[config.mk]
export PLATFORM = sky130hd
export DESIGN_NAME = echo_range_filter
export DESIGN_NICKNAME = d
export VERILOG_FILES = /design/src/rtl/echo_filter_pkg.sv /design/src/rtl/echo_sample_ring.sv /design/src/rtl/echo_range_filter.sv
export SDC_FILE = /design/constraint.sdc
export NUM_CORES = 1
export LEC_CHECK = 0
export ABC_AREA = 0
export CAP_MARGIN = 10
export CORE_MARGIN = 1.5
export CORE_UTILIZATION = 35
export CTS_CLUSTER_SIZE = 14
export DETAILED_ROUTE_END_ITERATION = 6
export GPL_TIMING_DRIVEN = 1
export PLACE_DENSITY = 0.52
export SKIP_LAST_GASP = 1
export SYNTH_ARGS = -nofsm -noshare
export SYNTH_HDL_FRONTEND = slang
export SYNTH_SLANG_ARGS = --single-unit
[constraint.sdc]
create_clock -name PCLK -period 16.65 [get_ports PCLK]
set_input_delay 4.1625 -clock PCLK [delete_from_list [all_inputs] [get_ports PCLK]]
set_output_delay 4.1625 -clock PCLK [all_outputs]
set_load 0.03 [all_outputs]
[src/rtl/echo_filter_pkg.sv]
// Shared constants and types for the echo range filter.
// Width defaults, derived accumulator width and the alarm FSM state type.
package echo_filter_pkg;

    localparam int unsigned WIDTH_DEF      = 24;
    localparam int unsigned LOG2_DEPTH_DEF = 3;
    localparam int unsigned SUM_W          = WIDTH_DEF + LOG2_DEPTH_DEF;
    localparam int unsigned DEPTH          = 1 << LOG2_DEPTH_DEF;

    localparam logic [WIDTH_DEF-1:0] MIN_WIDTH_RST = '1;

    typedef enum logic [0:0] {
        StClear,
        StNear
    } alarm_state_e;

endpackage

[src/rtl/echo_sample_ring.sv]
// Ring buffer of accepted echo widths with write pointer, fill level and
// a read port exposing the entry about to be overwritten.
module echo_sample_ring
    import echo_filter_pkg::*;
#(
    parameter int unsigned WIDTH      = WIDTH_DEF,
    parameter int unsigned LOG2_DEPTH = LOG2_DEPTH_DEF
) (
    input  logic                  PCLK,
    input  logic                  PRESET,
    input  logic                  flush,
    input  logic                  wr_en,
    input  logic [WIDTH-1:0]      wr_data,
    output logic [WIDTH-1:0]      oldest,
    output logic [LOG2_DEPTH:0]   fill
);

    localparam int unsigned Depth = 1 << LOG2_DEPTH;

    logic [WIDTH-1:0]      mem_q [Depth];
    logic [LOG2_DEPTH-1:0] wr_ptr_q, wr_ptr_d;
    logic [LOG2_DEPTH:0]   fill_q, fill_d;

    always_comb begin
        wr_ptr_d = wr_ptr_q;
        fill_d   = fill_q;
        if (flush) begin
            wr_ptr_d = '0;
            fill_d   = '0;
        end else if (wr_en) begin
            wr_ptr_d = wr_ptr_q + 1'b1;
            if (fill_q != (LOG2_DEPTH+1)'(Depth)) begin
                fill_d = fill_q + 1'b1;
            end
        end
    end

    always_ff @(posedge PCLK) begin
        if (PRESET) begin
            wr_ptr_q <= '0;
            fill_q   <= '0;
        end else begin
            wr_ptr_q <= wr_ptr_d;
            fill_q   <= fill_d;
        end
    end

    // Contents need no reset: fill decides which entries are meaningful.
    always_ff @(posedge PCLK) begin
        if (wr_en) begin
            mem_q[wr_ptr_q] <= wr_data;
        end
    end

    assign oldest = mem_q[wr_ptr_q];
    assign fill   = fill_q;

endmodule

[src/rtl/echo_range_filter.sv]
// Echo-width smoothing stage: 8-sample moving average, running min/max,
// saturating timeout counter and a hysteretic near-object alarm.
module echo_range_filter
    import echo_filter_pkg::*;
#(
    parameter int unsigned WIDTH      = WIDTH_DEF,
    parameter int unsigned LOG2_DEPTH = LOG2_DEPTH_DEF
) (
    input  logic             PCLK,
    input  logic             PRESET,
    input  logic             flush,
    input  logic             s_valid,
    input  logic [WIDTH-1:0] s_width,
    input  logic             s_timeout,
    input  logic [WIDTH-1:0] thr_near,
    input  logic [WIDTH-1:0] thr_far,
    output logic [WIDTH-1:0] avg_width,
    output logic             avg_valid,
    output logic             avg_strobe,
    output logic [WIDTH-1:0] min_width,
    output logic [WIDTH-1:0] max_width,
    output logic             alarm,
    output logic [7:0]       drop_count
);

    localparam int unsigned Depth = 1 << LOG2_DEPTH;
    localparam int unsigned SumW  = WIDTH + LOG2_DEPTH;
    localparam int unsigned FillW = LOG2_DEPTH + 1;

    logic             accept, drop;
    logic [WIDTH-1:0] oldest;
    logic [FillW-1:0] fill;
    logic             full;

    logic [SumW-1:0]  sum_q, sum_d;
    logic             pend_q, pend_d;
    logic [WIDTH-1:0] min_q, min_d, max_q, max_d;
    logic [7:0]       drop_q, drop_d;
    logic [WIDTH-1:0] avg_q, avg_d;
    logic             avg_valid_q, avg_valid_d;
    logic             avg_strobe_q, avg_strobe_d;
    logic [WIDTH-1:0] avg_new;

    alarm_state_e state_q, state_d;

    assign accept = s_valid & ~s_timeout & ~flush;
    assign drop   = s_valid & s_timeout & ~flush;
    assign full   = (fill == FillW'(Depth));

    echo_sample_ring #(
        .WIDTH      (WIDTH),
        .LOG2_DEPTH (LOG2_DEPTH)
    ) u_ring (
        .PCLK    (PCLK),
        .PRESET  (PRESET),
        .flush   (flush),
        .wr_en   (accept),
        .wr_data (s_width),
        .oldest  (oldest),
        .fill    (fill)
    );

    // Sample stage: sum, min/max, drops; pend_q marks a full-window update.
    always_comb begin
        sum_d  = sum_q;
        min_d  = min_q;
        max_d  = max_q;
        drop_d = drop_q;
        pend_d = 1'b0;
        if (flush) begin
            sum_d  = '0;
            min_d  = '1;
            max_d  = '0;
            drop_d = '0;
        end else if (accept) begin
            if (full) begin
                sum_d = sum_q + SumW'(s_width) - SumW'(oldest);
            end else begin
                sum_d = sum_q + SumW'(s_width);
            end
            if (s_width < min_q) min_d = s_width;
            if (s_width > max_q) max_d = s_width;
            pend_d = full || (fill == FillW'(Depth - 1));
        end else if (drop && drop_q != 8'hff) begin
            drop_d = drop_q + 8'd1;
        end
    end

    assign avg_new = WIDTH'(sum_q >> LOG2_DEPTH);

    // Output stage: registers the average one cycle after the sample stage.
    always_comb begin
        avg_d        = avg_q;
        avg_valid_d  = avg_valid_q;
        avg_strobe_d = 1'b0;
        if (flush) begin
            avg_d       = '0;
            avg_valid_d = 1'b0;
        end else if (pend_q) begin
            avg_d        = avg_new;
            avg_valid_d  = 1'b1;
            avg_strobe_d = 1'b1;
        end
    end

    always_ff @(posedge PCLK) begin
        if (PRESET) begin
            sum_q        <= '0;
            pend_q       <= 1'b0;
            min_q        <= '1;
            max_q        <= '0;
            drop_q       <= '0;
            avg_q        <= '0;
            avg_valid_q  <= 1'b0;
            avg_strobe_q <= 1'b0;
        end else begin
            sum_q        <= sum_d;
            pend_q       <= pend_d;
            min_q        <= min_d;
            max_q        <= max_d;
            drop_q       <= drop_d;
            avg_q        <= avg_d;
            avg_valid_q  <= avg_valid_d;
            avg_strobe_q <= avg_strobe_d;
        end
    end

    always_ff @(posedge PCLK) begin
        if (PRESET) begin
            state_q <= StClear;
        end else begin
            state_q <= state_d;
        end
    end

    always_comb begin
        state_d = state_q;
        if (flush) begin
            state_d = StClear;
        end else if (pend_q) begin
            unique case (state_q)
                StClear: if (avg_new < thr_near) state_d = StNear;
                StNear:  if (avg_new > thr_far)  state_d = StClear;
                default: state_d = StClear;
            endcase
        end
    end

    always_comb begin
        alarm = (state_q == StNear);
    end

    assign avg_width  = avg_q;
    assign avg_valid  = avg_valid_q;
    assign avg_strobe = avg_strobe_q;
    assign min_width  = min_q;
    assign max_width  = max_q;
    assign drop_count = drop_q;

endmodule

# After elaboration in Yosys (flattened, before gate mapping)
# Memories as Yosys holds them, arrays and structs flattened. A register that Yosys moved wholly into a read port is not among the register bits.
# Index checks and enable logic that the tools add are counted.
[classes] n_reduce_logical=8 add_sub_neg=5 bitwise_logic=8 n_lt_le_gt_ge=4 n_mux=9 eq_ne=4
[op_table] operator="> comparator 24 bit" count=2
[op_table] operator="< comparator 24 bit" count=2
[op_table] operator="adder 27 x 24 -> 27 bit" count=1
[op_table] operator="2-to-1 mux 27 bit" count=1
[op_table] operator="subtractor 27 x 24 -> 27 bit" count=1
[op_table] operator="adder 8 x 1 -> 8 bit (second input constant)" count=1
[op_table] operator="inequality test 8 bit (second input constant)" count=1
[op_table] operator="AND reduction 2 bit" count=4
[op_table] operator="2-to-1 mux 3 bit" count=2
[op_table] operator="2-to-1 mux 1 bit" count=5
[op_table] operator="adder 4 x 1 -> 4 bit (second input constant)" count=1
[op_table] operator="bitwise AND 1 bit" count=4
[op_table] operator="== test 4 x 3 -> 1 bit (second input constant)" count=1
[op_table] operator="== test 4 bit (second input constant)" count=1
[op_table] operator="inequality test 4 bit (second input constant)" count=1
[op_table] operator="inverter 1 bit" count=4
[op_table] operator="adder 3 x 1 -> 3 bit (second input constant)" count=1
[op_table] operator="OR reduction 3 bit" count=1
[op_table] operator="case mux 1 bit (2 select lines)" count=1
[op_table] operator="OR reduction 2 bit" count=1
[op_table] operator="logical AND 1 bit" count=1
[op_table] operator="logical OR 1 bit" count=1
[totals] n_memories=1 in_bits=77 regBits=118 ramBits=192 out_inout_bits=83 word_cells=50
[mem_list] memory="u_ring.mem_q" depth=8 word_bits=24 rd=1 rd_ports_with_merged_regs=1 wr=1 line_no="echo_sample_ring.sv:20" text="logic [WIDTH-1:0] mem_q [Depth];"

# Depth between registers and ports, before layout
# Gate-level depths: netlist (run 1).
[logic_depth] depth_word=5 depth_mapped=23 depth_no_buf=23

# Cells and area by module
# From an unflattened synthesis (run 1), not the netlist that was laid out.
[unflattened] cells_unflattened=1477 area_unflattened_um2=16744.8
[modules_own_cells] mod="echo_range_filter" seq_area_each_um2=2222.1 area_each_um2=9100.0 instances=1 cells_per_inst=1146
[modules_own_cells] mod="echo_sample_ring" seq_area_each_um2=5965.7 area_each_um2=7644.8 instances=1 cells_per_inst=331

# Worst setup path before layout (run 1)
# No wires, ideal clock.
[synth_path] path_type="input port to flip-flop" startpoint="input s_width[5]" endpoint="register sum_q[23]" cell_stages=21 required_time_ps=16562 path_buffers=0 arrival_ps=8071 setup_ps=88 slack_ps=8491 path_cell_list="ha_1 or2_2 a31oi_1 a211oi_2 a21o_1 a21o_1 a21oi_1 xnor2_1 ha_1 a21o_1 a21o_1 a21o_1 a21o_1 a31oi_1 o31ai_1 o2111ai_1 nand4_1 nand2_1 a21oi_1 and4_1 nor4_2"
[synth_between] elab_chain_cells=3
[synth_rtl] item="start, declared" line_no="echo_range_filter.sv:13" text="input logic [WIDTH-1:0] s_width,"
[synth_rtl] item="adder 27 x 24 -> 27 bit (*)" line_no="echo_range_filter.sv:77, echo_range_filter.sv:79"
[synth_rtl] item="subtractor 27 x 24 -> 27 bit" line_no="echo_range_filter.sv:77" text="sum_d = sum_q + SumW'(s_width) - SumW'(oldest);"
[synth_rtl] item="2-to-1 mux 27 bit (*)" line_no="echo_range_filter.sv:76" text="if (full) begin"
[synth_rtl] item="end signal, assigned" line_no="echo_range_filter.sv:117" text="sum_q <= sum_d;"
[synth_rtl] item="end, declared" line_no="echo_range_filter.sv:35" text="logic [SumW-1:0] sum_q, sum_d;"
# Every way passes the cells marked *; elsewhere a longest branch is shown, timed or not.
# A chain may end at the register's enable or synchronous reset.

# Worst setup path in the final report (run 1)
[layout_path] startpoint="input s_width[0]" endpoint="register sum_q[23]"
# Same word-level chain as after synthesis.

==> flow_metrics.env, run 1 <==
export IMPL_rows=79
export IMPL_seqPwrFrac=0.457
export IMPL_port_buffers=159
export IMPL_synth_seq_area_share=0.493
export IMPL_die_area_mm2=0.0488
export IMPL_die_h_um=221
export IMPL_critPathLaunchType="primary input"
export IMPL_vias_per_cell=5.16
export IMPL_cap_violations=0
export IMPL_ys_flop_type="edfxtp_1"
export IMPL_synth_xor_area_share=0.0288
export IMPL_drt_total_wl_um=42400
export IMPL_pre_cts_ws_ps=7130
export IMPL_antenna_found_initial=0
export IMPL_clockBufferDepth=3
export IMPL_htree_levels=2
export IMPL_tightest_slew_ps=1130
export IMPL_hold_violations=0
export IMPL_outcome="finished, violations left"
export IMPL_critPathRequiredTime_ps=17080
export IMPL_clock_sinks=313
export IMPL_grt_max_degree=55
export IMPL_postRouteAntennaNets=0
export IMPL_start_util=0.356
export IMPL_multiInputGateArea_mm2=0.00782
export IMPL_cts_buffers=38
export IMPL_slew_violations=0
export IMPL_final_cells=2258
export IMPL_synthAdderAreaFrac=0.111
export IMPL_die_w_um=221
export IMPL_dr_pass1_iters=7
export IMPL_diodes=0
export IMPL_internal_power_mw=1.38
export IMPL_num_vias=11700
export IMPL_coreArea_mm2=0.0467
export IMPL_ys_warnings_count=0
export IMPL_synth_top_family_by_area="multiplexers"
export IMPL_netlist_cell_type_count=69
export IMPL_rsz0062_at_grt="false"
export IMPL_synthCells=1451
export IMPL_place_inst=2187
export IMPL_clockPowerShare=0.440
export IMPL_r2r_slack_ps=11510
export IMPL_cts_tree="yes"
export IMPL_tns_ps=0
export IMPL_synth_edff_count=192
export IMPL_io_pins=160
export IMPL_cts_resized=0
export IMPL_p_leak_nw=7.77
export IMPL_comb_power_share=0.103
export IMPL_ir_drop_uv=61.0
export IMPL_fin_crit_sh=0.541
export IMPL_swShare=0.243
export IMPL_drc=17
export IMPL_avgSynthCellArea_um2=11.5
export IMPL_synth_simple_area_share=0.103
export IMPL_setup_ws_ps=7650
export IMPL_crit_arrival_ps=9430
export IMPL_ys_async_sr_fraction=0
export IMPL_drtIter0Drc=675
export IMPL_avgRoutedWirePerCell_um=18.8
export IMPL_drive_gt1_frac=0.0945
export IMPL_seq_area_mm2=0.00819
export IMPL_fin_nets=1841
export IMPL_clockRootBuffer="clkbuf_16"
export IMPL_grt_pass1_vias=11800
export IMPL_synth_seq_cells=313
export IMPL_grt_ovfl_total=0
export IMPL_clk_latency_ps=540
export IMPL_nFillCells=4386
export IMPL_synth_compound_area_frac=0.111
export IMPL_synth_area_mm2=0.0166
export IMPL_post_route_min_period_ps=9000
export IMPL_syn_nets=1671
export IMPL_setup_violations=0
export IMPL_hold_buffers=0
export IMPL_syn2layout_area_growth_pct=21.6
export IMPL_clk_pin_slew_ps=60
export IMPL_synth_area_mux_share=0.114
export IMPL_fmax_ghz=0.111
export IMPL_dp_hpwl_um=29700
export IMPL_p_sw_uw=442
export IMPL_hold_path_class="flop to flop"
export IMPL_worstSetupPathType="primary input to flop"
export IMPL_gp_congestion=0.849
export IMPL_grt_pass1_wl_um=67100
export IMPL_violations="design-rule violations"
export IMPL_power_density_mw_per_mm2=90.1
export IMPL_postCtsSetupBuffers=0
export IMPL_path_max_fanout=13
export IMPL_final_setup_skew_ps=24.6
export IMPL_slew_headroom=0.245
export IMPL_track_usage=0.175
export IMPL_end_kind="flop"
[cells by family after synthesis]
group / after synthesis
flip-flops: 313
buffers and inverters: 175
adder cells (fa/ha/maj): 146
multiplexers: 126
XOR/XNOR: 53
AO/OA/AOI/OAI: 279
AND/OR/NAND/NOR: 359
[worst max-delay path: stages]
cell and delay (ps):
clkdlybuf4s50_1 630, ha_1 340, inv_1 80, fa_1 220, nor2b_1 70, o31ai_1 450, a211oi_2 220, a21o_1 230
a21o_1 170, a21oi_1 170, xnor2_1 170, ha_1 320, a21o_1 200, a21o_1 160, a21o_1 170, a21o_1 170
a31oi_1 270, o31ai_1 200, o2111ai_1 230, nand4_1 160, nand2_1 110, a21oi_1 80, and4_1 210, nor4_2 220
[cells in the mapped netlist, drive strengths merged, types with 25 or more instances]
| master | n | area share |
|---|---|---|
| inv | 120 | 0.027 |
| ha | 141 | 0.11 |
| nand3 | 25 | 0.0075 |
| o211ai | 34 | 0.015 |
| mux2i | 76 | 0.046 |
| dfxtp | 121 | 0.15 |
| o21ai | 51 | 0.016 |
| xnor2 | 33 | 0.017 |
| nor2 | 121 | 0.027 |
| nand2 | 89 | 0.020 |
| a21o | 36 | 0.016 |
| edfxtp | 192 | 0.35 |
| clkbuf | 36 | 0.0081 |
| mux4 | 48 | 0.066 |
| a21oi | 80 | 0.024 |
[final timing paths]
path	from	end	depth (start not counted)
setup / recovery	s_width[0]	sum_q[23]$_SDFFE_PP0P_	24
hold / removal	sum_q[0]$_SDFFE_PP0P_	sum_q[0]$_SDFFE_PP0P_	2
setup reg to reg	flop	sum_q[24]$_SDFFE_PP0P_	17
hold reg to reg	sum_q[0]$_SDFFE_PP0P_	sum_q[0]$_SDFFE_PP0P_	2
[stage by stage]
stage / area (um2) / hold slack, ps / power, mW / utilization
global placement: 19000 / 443 / 1.03 / 0.407
floorplan: 16600 / 436 / 0.967 / -
detailed placement: 19000 / 452 / 1.04 / 0.407
CTS: 20200 / 460 / 1.85 / 0.433
global route: 20200 / 487 / 1.90 / 0.433
finish: 20200 / 458 / 1.82 / 0.433
[registers in the layout, indices dropped and copies added, names as in the netlist, named ones only]
| signal | flops |
|---|---|
| avg_width | 24 |
| min_width | 24 |
| pend_q | 1 |
| avg_strobe | 1 |
| drop_count | 8 |
| max_width | 24 |
| alarm | 1 |
| avg_valid | 1 |
| u_ring.fill | 4 |
| u_ring.wr_ptr_q | 3 |
| sum_q | 27 |
| u_ring.mem_q | 192 |
[cell type report]
type / count / share of cell area
Clock buffer: 51 / 0.0510
Multi-Input combinational cell: 963 / 0.387
Timing Repair Buffer: 185 / 0.0884
Clock inverter: 19 / 0.00891
Tap cell: 607 / 0.0376
Sequential cell: 313 / 0.405
Inverter: 120 / 0.0223
[power groups by stage]
stage | clock, mW | sequential (mW) | combinational [mW]
2_1_floorplan | 0 | 0.851 | 0.117
3_3_place_gp | 0 | 0.849 | 0.185
3_5_place_dp | 0 | 0.849 | 0.187
4_1_cts | 0.826 | 0.833 | 0.188
5_1_grt | 0.855 | 0.833 | 0.209
6_report | 0.802 | 0.833 | 0.187
[cells in the final DEF, fill, tap and decap left out, types with 49 or more instances in the layout]
| cell | n |
|---|---|
| ha_1 | 141 |
| nand2_1 | 89 |
| o21ai_0 | 49 |
| dfxtp_1 | 119 |
| mux2i_1 | 76 |
| a21oi_1 | 79 |
| edfxtp_1 | 192 |
| nor2_1 | 118 |
| clkdlybuf4s50_1 | 159 |
| inv_1 | 120 |
[routing by layer]
layer | GRT usage | part of all wire | up-vias
li1 | - | - | 5708
met1 | 0.250 | 0.49 | 5612
met2 | 0.276 | 0.44 | 291
met3 | 0.0343 | 0.060 | 39
met4 | 0.0334 | 0.012 | 0
met5 | 0 | 0 | -
Note: power is estimated with default switching activity, not from simulation.
==> run 2, diff against run 1 <==
--- a/config.mk
+++ b/config.mk
@@ -12,7 +12,7 @@
 export CTS_CLUSTER_SIZE = 14
 export DETAILED_ROUTE_END_ITERATION = 6
 export GPL_TIMING_DRIVEN = 1
-export PLACE_DENSITY = 0.52
+export PLACE_DENSITY = 0.54
 export SKIP_LAST_GASP = 1
 export SYNTH_ARGS = -nofsm -noshare
 export SYNTH_HDL_FRONTEND = slang
==> constraint.sdc (replaced) <==
create_clock -name PCLK -period 7.68 [get_ports PCLK]
set_input_delay 1.92 -clock PCLK [delete_from_list [all_inputs] [get_ports PCLK]]
set_output_delay 1.92 -clock PCLK [all_outputs]
set_load 0.03 [all_outputs]
==> flow_metrics.env, run 2 (synthesized netlist as in run 1, its figures left out) <==
export IMPL_critPathRequiredTime_ps=8110
export IMPL_vias_per_cell=5.11
export IMPL_crit_arrival_ps=7140
export IMPL_cts_buffers=37
export IMPL_crit_family="compound AO/OA/AOI/OAI gates"
export IMPL_coreArea_mm2=0.0467
export IMPL_postRouteAntennaNets=0
export IMPL_outcome="finished, violations left"
export IMPL_worst_path_stages=21
export IMPL_cts_resized=0
export IMPL_syn2layout_area_growth_pct=23.1
export IMPL_die_h_um=221
export IMPL_crit_top_cell="a21o_1"
export IMPL_grt_max_degree=70
export IMPL_worstSetupPathType="primary input to flop"
export IMPL_worstRegToRegCells=22
export IMPL_final_setup_skew_ps=12.0
export IMPL_fin_nets=1851
export IMPL_largest_reg_flops=192
export IMPL_postCtsSetupBuffers=0
export IMPL_critPathLaunchType="primary input"
export IMPL_clockPowerShare=0.470
export IMPL_drc=15
export IMPL_cp_cell_sequence="clkdlybuf4s50_1, ha_1, or2_2, a31oi_1, a211oi_2, a21o_1, a21o_1, a21oi_1, xnor2_1, ha_1, a21o_1, a21o_1, a21o_1, a21o_1, a31oi_1, o31ai_1, o211ai_1, nor2b_1, xnor2_1, nand2_1, a311oi_1"
export IMPL_slew_headroom=0.330
export IMPL_internal_power_mw=3.20
export IMPL_end_kind="flop"
export IMPL_p_sw_uw=979
export IMPL_setup_ws_ps=963
export IMPL_reg_top3="u_ring.mem_q x192, sum_q x27"
export IMPL_diodes=0
export IMPL_dr_pass1_iters=7
export IMPL_rsz0062_at_grt="false"
export IMPL_clk_latency_ps=540
export IMPL_clock_sinks=313
export IMPL_worst_path_buf_inv=1
export IMPL_hold_path_class="flop to flop"
export IMPL_post_route_min_period_ps=6720
export IMPL_final_common_cell="edfxtp_1"
export IMPL_htree_levels=2
export IMPL_num_vias=11600
export IMPL_seqPwrFrac=0.432
export IMPL_tns_ps=0
export IMPL_power_density_mw_per_mm2=204
export IMPL_gp_congestion=0.788
export IMPL_critPathMaxStageDelay_ps=820
export IMPL_clockBufferDepth=3
export IMPL_grt_pass1_vias=11800
export IMPL_p_leak_nw=7.91
export IMPL_violations="design-rule violations"
export IMPL_drtIter0Drc=526
export IMPL_dp_hpwl_um=30100
export IMPL_setup_violations=0
export IMPL_comb_power_share=0.098
export IMPL_ir_drop_uv=160
export IMPL_io_pins=160
export IMPL_hold_violations=0
export IMPL_antenna_found_initial=0
export IMPL_fin_crit_sh=0.875
export IMPL_track_usage=0.177
export IMPL_swShare=0.234
export IMPL_grt_pass1_wl_um=68000
export IMPL_layout_common_cells="edfxtp_1, clkdlybuf4s50_1, ha_1, inv_1, dfxtp_1"
export IMPL_clockRootBuffer="clkbuf_16"
export IMPL_drt_total_wl_um=42700
export IMPL_rows=79
export IMPL_avgRoutedWirePerCell_um=18.9
export IMPL_port_buffers=159
export IMPL_grt_ovfl_total=0
export IMPL_die_w_um=221
export IMPL_crit_slowest_cell="clkdlybuf4s50_1"
export IMPL_cts_tree="yes"
export IMPL_path_max_fanout=13
export IMPL_fmax_ghz=0.149
export IMPL_start_util=0.356
export IMPL_hold_buffers=0
export IMPL_pre_cts_ws_ps=457
export IMPL_clk_pin_slew_ps=60
export IMPL_drive_gt1_frac=0.104
export IMPL_slew_violations=0
export IMPL_die_area_mm2=0.0488
export IMPL_hold_depth=2
export IMPL_cap_violations=0
export IMPL_regMostFlops="u_ring.mem_q"
export IMPL_tightest_slew_ps=1000
## run 2: layout make-up
| class | count | area [um2] |
|---|---|---|
| Fill cell | 4366 | 26200 |
| Sequential cell | 313 | 8190 |
| Multi-Input combinational cell | 963 | 7820 |
| Timing Repair Buffer | 196 | 1870 |
| Clock buffer | 46 | 1020 |
| Tap cell | 607 | 759 |
| Inverter | 120 | 450 |
| Clock inverter | 22 | 347 |
## run 2: final timing paths
check / start / end / slack (ps)
worst min-delay path: sum_q[0]$_SDFFE_PP0P_ / sum_q[0]$_SDFFE_PP0P_ / 460
worst min register to register: sum_q[0]$_SDFFE_PP0P_ / sum_q[0]$_SDFFE_PP0P_ / 460
worst max-delay path: s_width[5] / sum_q[19]$_SDFFE_PP0P_ / 960
worst max register to register: sum_q[0]$_SDFFE_PP0P_ / sum_q[19]$_SDFFE_PP0P_ / 2680
## run 2: per-stage QoR
stage | util | total power [mW] | cell area (um2) | std cells | hold WS [ps]
6_report | 0.438 | 4.18 | 20500 | 2267 | 457
5_1_grt | 0.438 | 4.34 | 20500 | 2267 | 500
4_1_cts | 0.438 | 4.23 | 20500 | 2267 | 457
3_5_place_dp | 0.409 | 2.25 | 19100 | 2199 | 449
3_3_place_gp | 0.409 | 2.25 | 19100 | 2199 | 444
2_1_floorplan | - | 2.10 | 16600 | 1451 | 436
## run 2: worst register-to-register path: cells and delay by family, from the launching register on
kind,cells,cell delay [ps]
AOI/OAI and AO/OA,13,3070
xor gates and xnor gates,2,310
adders and majority gates,3,770
buffers and inverters,1,70
DFF,1,310
and+or+nand+nor,3,350
## run 2: power groups by stage
stage | clock (mW) | sequential (mW) | combinational (mW)
2_1_floorplan | 0 | 1.84 | 0.253
3_3_place_gp | 0 | 1.84 | 0.405
3_5_place_dp | 0 | 1.84 | 0.410
4_1_cts | 2.01 | 1.80 | 0.413
5_1_grt | 2.08 | 1.81 | 0.460
6_report | 1.96 | 1.80 | 0.410
## run 2: per-layer routing
layer / GRT usage / wire length (um) / vias to the layer above / part of all wire
met1: 0.254 / 21300 / 5535 / 0.50
li1: - / - / 5740 / -
met2: 0.282 / 18800 / 263 / 0.44
met3: 0.0292 / 1980 / 47 / 0.046
met4: 0.0369 / 618 / 0 / 0.014
met5: 0 / 0 / - / 0
